**src/rtl/pipe_stage_reg_pkg.sv**
```systemverilog
// Shared definitions for the pipeline stage register slice (package riscv_defines).
// WORD_WIDTH sets the width of every operand lane and forwarding source.
// pipe_state_t names the three occupancy states of the stage.
package riscv_defines;

  localparam int WORD_WIDTH = 32;

  typedef enum logic [1:0] {
    EMPTY = 2'd0,
    FULL  = 2'd1,
    SKID  = 2'd2
  } pipe_state_t;

endpackage

```
**src/rtl/pipe_stage_reg_if.sv**
```systemverilog
// Handshake and data bus of one pipeline stage register.
// The slave modport is the stage itself. The master modport is the
// environment that drives the upstream beat and the downstream ready.
interface pipe_stage_reg_if
  import riscv_defines::*;
#(
  parameter int DATA_WIDTH = 64,
  parameter int NUM_OPS    = 2,
  parameter int NUM_FWD    = 2
) ();

  logic                                 valid_i;
  logic                                 ready_o;
  logic [DATA_WIDTH-1:0]                payload_i;
  logic [NUM_OPS-1:0][WORD_WIDTH-1:0]   op_i;
  logic [NUM_FWD-1:0][WORD_WIDTH-1:0]   fwd_data_i;
  logic [NUM_OPS-1:0][NUM_FWD-1:0]      fwd_sel_i;
  logic                                 flush_i;
  logic                                 valid_o;
  logic                                 ready_i;
  logic [DATA_WIDTH-1:0]                payload_o;
  logic [NUM_OPS-1:0][WORD_WIDTH-1:0]   op_o;

  modport slave (
    input  valid_i, payload_i, op_i, fwd_data_i, fwd_sel_i, flush_i, ready_i,
    output ready_o, valid_o, payload_o, op_o
  );

  modport master (
    output valid_i, payload_i, op_i, fwd_data_i, fwd_sel_i, flush_i, ready_i,
    input  ready_o, valid_o, payload_o, op_o
  );

endinterface

```
**src/rtl/pipe_fwd_mux.sv**
```systemverilog
// Priority operand select for one lane.
// The lowest set bit of sel picks the matching forwarding source, where index 0
// is the youngest producer. When no select bit is set, the register-file operand
// passes through unchanged.
module pipe_fwd_mux
  import riscv_defines::*;
#(
  parameter int NUM_FWD = 2
) (
  input  logic [NUM_FWD-1:0]                 sel,
  input  logic [NUM_FWD-1:0][WORD_WIDTH-1:0] fwd_data,
  input  logic [WORD_WIDTH-1:0]              op,
  output logic [WORD_WIDTH-1:0]              res
);

  // Scan from the oldest source down to the youngest, so the lowest set index wins.
  always_comb begin
    // NOTE: res is assigned first on every path, so no latch is inferred.
    res = op;
    for (int k = NUM_FWD - 1; k >= 0; k--) begin
      if (sel[k]) res = fwd_data[k];
    end
  end

endmodule

```
**src/rtl/pipe_stage_reg.sv**
```systemverilog
// Pipeline stage register with a one-entry skid buffer and operand forwarding.
// The main register drives the outputs. The skid register absorbs one beat when
// downstream stalls, which lets ready_o be a registered signal.
// Operands are resolved against the forwarding network at capture time only.
// Optional performance counters are built when PIPE_STAGE_PERF_EN is defined.
module pipe_stage_reg
  import riscv_defines::*;
#(
  parameter int DATA_WIDTH = 64,
  parameter int NUM_OPS    = 2,
  parameter int NUM_FWD    = 2
) (
  input  logic          clk,
  input  logic          rst_n,
  pipe_stage_reg_if.slave bus,
  output logic [31:0]   stall_cnt_o,
  output logic [31:0]   flush_cnt_o
);

  typedef struct packed {
    logic [DATA_WIDTH-1:0]              payload;
    logic [NUM_OPS-1:0][WORD_WIDTH-1:0] ops;
  } beat_t;

  pipe_state_t state_q, state_d;
  beat_t       main_q, skid_q, in_beat;
  logic        valid_q, ready_q;
  logic        load_main, load_skid, move_skid;
  logic [NUM_OPS-1:0][WORD_WIDTH-1:0] resolved_ops;

  for (genvar lane = 0; lane < NUM_OPS; lane++) begin : g_lane
    pipe_fwd_mux #(
      .NUM_FWD (NUM_FWD)
    ) u_fwd_mux (
      .sel      (bus.fwd_sel_i[lane]),
      .fwd_data (bus.fwd_data_i),
      .op       (bus.op_i[lane]),
      .res      (resolved_ops[lane])
    );
  end

  assign in_beat.payload = bus.payload_i;
  assign in_beat.ops     = resolved_ops;

  // Compute the next occupancy state and which register captures this cycle.
  always_comb begin
    state_d   = state_q;
    load_main = 1'b0;
    load_skid = 1'b0;
    move_skid = 1'b0;
    case (state_q)
      EMPTY: begin
        if (bus.valid_i) begin
          load_main = 1'b1;
          state_d   = FULL;
        end
      end
      FULL: begin
        if (bus.valid_i && bus.ready_i) begin
          load_main = 1'b1;
        end else if (bus.valid_i && !bus.ready_i) begin
          load_skid = 1'b1;
          state_d   = SKID;
        end else if (!bus.valid_i && bus.ready_i) begin
          state_d   = EMPTY;
        end
      end
      SKID: begin
        if (bus.ready_i) begin
          move_skid = 1'b1;
          state_d   = FULL;
        end
      end
      default: state_d = EMPTY;
    endcase
    // A flush overrides every transition and drops the incoming beat.
    if (bus.flush_i) begin
      state_d   = EMPTY;
      load_main = 1'b0;
      load_skid = 1'b0;
      move_skid = 1'b0;
    end
  end

  // Hold the state and the registered handshake outputs derived from the next state.
  always_ff @(posedge clk or negedge rst_n) begin
    // NOTE: sequential state uses non-blocking assignments, so all flops update together.
    if (!rst_n) begin
      state_q <= EMPTY;
      valid_q <= 1'b0;
      ready_q <= 1'b1;
    end else begin
      state_q <= state_d;
      valid_q <= (state_d != EMPTY);
      ready_q <= (state_d != SKID);
    end
  end

  // Capture data into main and skid. A stalled beat keeps its captured value.
  always_ff @(posedge clk or negedge rst_n) begin
    // NOTE: data registers are reset so that outputs and skid contents read as zero
    // after reset, not as stale or unknown values.
    if (!rst_n) begin
      main_q <= '0;
      skid_q <= '0;
    end else begin
      if (load_main)      main_q <= in_beat;
      else if (move_skid) main_q <= skid_q;
      if (load_skid)      skid_q <= in_beat;
    end
  end

  assign bus.valid_o   = valid_q;
  assign bus.ready_o   = ready_q;
  assign bus.payload_o = main_q.payload;
  assign bus.op_o      = main_q.ops;

`ifdef PIPE_STAGE_PERF_EN
  logic [31:0] stall_cnt_q, flush_cnt_q;
  logic        stall_evt, flush_evt;

  assign stall_evt = valid_q && !bus.ready_i;
  assign flush_evt = bus.flush_i && (valid_q || bus.valid_i);

  // Count stall cycles and flushes that discard a beat. Both counters saturate at all-ones.
  always_ff @(posedge clk or negedge rst_n) begin
    if (!rst_n) begin
      stall_cnt_q <= '0;
      flush_cnt_q <= '0;
    end else begin
      if (stall_evt && (stall_cnt_q != '1)) stall_cnt_q <= stall_cnt_q + 32'd1;
      if (flush_evt && (flush_cnt_q != '1)) flush_cnt_q <= flush_cnt_q + 32'd1;
    end
  end

  assign stall_cnt_o = stall_cnt_q;
  assign flush_cnt_o = flush_cnt_q;
`else
  assign stall_cnt_o = '0;
  assign flush_cnt_o = '0;
`endif

endmodule

```
**src/flat_wrapper.sv**
```systemverilog
// flat-port wrapper written by rule: the top's interface ports become plain ports
module pipe_stage_reg_flat import riscv_defines::*;
#(
  parameter int DATA_WIDTH = 64,
  parameter int NUM_OPS    = 2,
  parameter int NUM_FWD    = 2
)
  (clk, rst_n, stall_cnt_o, flush_cnt_o, bus_valid_i, bus_payload_i, bus_op_i, bus_fwd_data_i, bus_fwd_sel_i, bus_flush_i, bus_ready_i, bus_ready_o, bus_valid_o, bus_payload_o, bus_op_o);
  pipe_stage_reg_if #(.DATA_WIDTH(DATA_WIDTH), .NUM_OPS(NUM_OPS), .NUM_FWD(NUM_FWD)) bus_i ();
  input  logic clk;
  input  logic rst_n;
  output logic [31:0] stall_cnt_o;
  output logic [31:0] flush_cnt_o;
  input wire logic [$bits(bus_i.valid_i)-1:0] bus_valid_i;
  input wire logic [$bits(bus_i.payload_i)-1:0] bus_payload_i;
  input wire logic [$bits(bus_i.op_i)-1:0] bus_op_i;
  input wire logic [$bits(bus_i.fwd_data_i)-1:0] bus_fwd_data_i;
  input wire logic [$bits(bus_i.fwd_sel_i)-1:0] bus_fwd_sel_i;
  input wire logic [$bits(bus_i.flush_i)-1:0] bus_flush_i;
  input wire logic [$bits(bus_i.ready_i)-1:0] bus_ready_i;
  output wire logic [$bits(bus_i.ready_o)-1:0] bus_ready_o;
  output wire logic [$bits(bus_i.valid_o)-1:0] bus_valid_o;
  output wire logic [$bits(bus_i.payload_o)-1:0] bus_payload_o;
  output wire logic [$bits(bus_i.op_o)-1:0] bus_op_o;
  assign bus_i.valid_i = bus_valid_i;
  assign bus_i.payload_i = bus_payload_i;
  assign bus_i.op_i = bus_op_i;
  assign bus_i.fwd_data_i = bus_fwd_data_i;
  assign bus_i.fwd_sel_i = bus_fwd_sel_i;
  assign bus_i.flush_i = bus_flush_i;
  assign bus_i.ready_i = bus_ready_i;
  assign bus_ready_o = bus_i.ready_o;
  assign bus_valid_o = bus_i.valid_o;
  assign bus_payload_o = bus_i.payload_o;
  assign bus_op_o = bus_i.op_o;
  pipe_stage_reg #(.DATA_WIDTH(DATA_WIDTH), .NUM_OPS(NUM_OPS), .NUM_FWD(NUM_FWD)) u_core (.clk(clk), .rst_n(rst_n), .bus(bus_i), .stall_cnt_o(stall_cnt_o), .flush_cnt_o(flush_cnt_o));
endmodule
```
**config.mk**
```make
export PLATFORM = sky130hd
export DESIGN_NAME = pipe_stage_reg_flat
export DESIGN_NICKNAME = d
export VERILOG_FILES = /design/src/rtl/pipe_stage_reg_pkg.sv /design/src/rtl/pipe_stage_reg_if.sv /design/src/rtl/pipe_fwd_mux.sv /design/src/rtl/pipe_stage_reg.sv /design/src/flat_wrapper.sv
export SDC_FILE = /design/constraint.sdc
export NUM_CORES = 1
export LEC_CHECK = 0
export CORE_UTILIZATION = 51
export DETAILED_ROUTE_END_ITERATION = 8
export GPL_TIMING_DRIVEN = 0
export PLACE_DENSITY_LB_ADDON = 0.15
export SLEW_MARGIN = 5
export SYNTH_ARGS = -nofsm -noshare
export SYNTH_HDL_FRONTEND = slang
export SYNTH_SLANG_ARGS = --single-unit
```
**constraint.sdc**
```tcl
create_clock -name clk -period 5 [get_ports clk]
set_input_delay 1 -clock clk [delete_from_list [all_inputs] [get_ports clk]]
set_output_delay 1 -clock clk [all_outputs]
set_load 0.01 [all_outputs]
```
==> run summary <==
worst-margin pin slew: 0.7036 ns
vias in the first global route: 10.34k
RSZ-0062 raised after global routing: false
Final Cycle Share: 0.5230
Leak Pwr: 7.544 nW
ANT nets after route: 0
via/cell ratio: 5.556
largest family of logic cells by synthesized area: compound AO/OA/AOI/OAI gates
GP Congestion: 0.8967
global-route wire length before repair: 58540 µm
synthesized flop and latch total: 260
pre-CTS worst setup slack: 1.841 ns
multi-input logic area: 5378 µm²
crit path max fanout: 10
Core Box Area: 24250 µm²
clk_lat worst skew: 0.53 ns
Synth Area in Simple Gates: 0.1147
post_cts resized: 0
fin area: 17440 µm²
Syn Inst Count: 1078
setup repair bufs after CTS: 0
Placement Cell Area: 16520 µm²
final wirelength: 37580 µm
Row Count: 57
via count: 10.27k
Max VDD drop: 0.0002797 V
Fmax achieved: 382.4 MHz
clock sink total: 260
max_slew headroom: 0.5309
Slowest-stage cell, CP: clkdlybuf4s50_1
commonest non-fill, non-tap cell in the layout: clkdlybuf4s50_1
fin crit period: 2.615 ns
CP max stage delay: 0.53 ns
# fillers: 1768
HP Class: input pin to asynchronous set/reset pin
die area: 25260 µm²
I/O Buffers: 326
initial antenna violation count: 6
CP Buf/Inv Count: 3
WP data required: 5.41 ns
Die Y: 158.9 µm
ordered cell list for the critical path: clkdlybuf4s50_1 -> buf_2 -> nand3b_1 -> clkbuf_1 -> nor3_1 -> a221o_1
max-cap check violation count: 0
Largest delay share family, worst path: buffers and inverters
most frequent cells in the layout: clkdlybuf4s50_1 (325), dfrtp_1 (259), mux2_2 (150), a221o_1 (128), nand2_1 (95)
Max Slew Vio Count: 0
Worst setup EP type: flip-flop
hold-fix buffers at CTS: 0
post-synthesis sequential area ratio: 0.5182
WS Path Type: input pin to flip-flop
Synth cell types: 29
clk slew on worst S/H paths: 0.06 ns
Compound-Gate Fraction of Synth Area: 0.1592
initial core utilization: 0.5179
H-tree level count: 1
Mapped Avg Cell Area: 11.65 µm²
synthesized area: 12560 µm²
clock skew: 0.005998 ns
Tot Pwr: 6.529 mW
Worst Slack Setup Final: 2.385 ns
status: finished, final reports clean
Adder-Cell Fraction of Synth Area: 0
mux share of post-synthesis cell area: 0.1345
Die Wd: 158.9 µm
XOR/XNOR share of the synthesized area: 0.0006974
CTS Root Cell: clkbuf_16
crit start category: input pin
Layout area overhead: 38.91%
DRC Markers: 0
Num CTS Buffers: 28
CTS tree: done
Clock Path Buffers: 3
PD cells: 374.3 nW/µm²
register area: 6507 µm²
total grt overflow: 0
GRT Util Overall: 0.2973
layout cell share with drive strength beyond 1: 0.1988
Warnings, synthesis: 0
Detailed Place HPWL: 28010 µm
largest net degree at the start of global routing: 109
arrival time worst endpoint: 3.03 ns
DRT iter0 DRCs: 571
# setup viols final: 0
first drt pass iteration count: 5
final net count: 1700
final hold viol count: 0
drt wl/cell: 20.33 µm
Top Ports: 395
==> cell usage after synthesis <==
cell | n | area (µm²)
and2_1 | 52 | 325.3
buf_4 | 66 | 495.5
nor2_1 | 2 | 7.510
xnor2_1 | 1 | 8.760
a211o_1 | 1 | 8.760
and3b_1 | 1 | 8.760
nand2b_1 | 2 | 12.51
and2_0 | 12 | 75.07
dfstp_2 | 1 | 26.28
nand3b_1 | 2 | 15.01
or2_1 | 1 | 6.260
nor3_1 | 34 | 170.2
o21ai_0 | 31 | 155.2
buf_2 | 37 | 185.2
clkbuf_1 | 43 | 161.4
a221o_1 | 128 | 1281
buf_1 | 3 | 11.26
a211oi_1 | 36 | 270.3
inv_1 | 3 | 11.26
buf_6 | 4 | 45.04
a21oi_1 | 4 | 20.02
nand2_1 | 95 | 356.6
or3_1 | 1 | 6.260
conb_1 | 1 | 3.750
nor2b_1 | 73 | 456.7
mux2_2 | 150 | 1689
a21oi_2 | 1 | 8.760
dfrtp_1 | 259 | 6481
o31ai_1 | 34 | 255.2
==> metrics by stage <==
stage	utilization	std cells	TNS, ns	hold slack (ns)
after floorplan	-	1141	0	0.4490
after global placement	0.6789	1791	-2107.12	0.4597
after global routing	0.7194	1848	0	0.4629
final	0.7194	1848	0	0.4148
after CTS	0.7189	1843	0	0.4430
after detailed placement	0.6814	1793	0	0.4662
==> power breakdown <==
group / total (mW) / switching (mW) / internal (mW) / leakage [nW]
Combinational: 1.60 / 0.653 / 0.950 / 3.91
Sequential: 2.90 / 0.288 / 2.61 / 3.19
Clock: 2.03 / 0.814 / 1.22 / 0.446
==> flip-flops by register name, indices dropped and copies added (netlist names) <==
signal	count
u_core.skid_q	128
u_core.state_q	2
u_core.bus.op_o	64
u_core.bus.ready_o	1
u_core.bus.payload_o	64
u_core.bus.valid_o	1
==> cells by family (layout without fill, tap and decap cells) <==
logic type / after synthesis / after routing
compound gates: 235 / 235
xor+xnor: 1 / 1
buf+inv: 156 / 534
flops: 260 / 260
mux: 150 / 150
other cells: 1 / 69
simple gates: 275 / 275
==> area by class of cell <==
| type | instances | share of cell area |
|---|---|---|
| Inverter | 3 | 0.0006455 |
| Clock inverter | 4 | 0.002797 |
| Antenna cell | 5 | 0.0007173 |
| Clock buffer | 46 | 0.04928 |
| Tap cell | 324 | 0.02324 |
| Sequential cell | 260 | 0.3730 |
| Buffer | 153 | 0.05150 |
| Timing Repair Buffer | 328 | 0.1905 |
| Multi-Input combinational cell | 725 | 0.3083 |
==> metal layers <==
metal	vias to the layer above	global-route usage	share of wire
met2	415	0.5026	0.49
met1	5087	0.3792	0.41
met5	-	0	0
met3	73	0.06191	0.066
li1	4693	-	-
met4	0	0.1053	0.037
==> worst paths after layout <==
path	slack (ns)	depth (start not counted)	endpoint	from
max reg2reg	2.97	8	u_core.bus.op_o[24]	u_core.state_q[0]
min in group clk	0.48	2	u_core.skid_q[29]	u_core.skid_q[29]
max in group asynchronous	3.24	3	u_core.skid_q[56]	rst_n
max	2.38	6	u_core.bus.op_o[26]	bus_flush_i
min reg2reg	0.48	2	u_core.skid_q[29]	u_core.skid_q[29]
min	0.41	1	u_core.bus.payload_o[44]	rst_n
(Power assumes the default switching activity.)
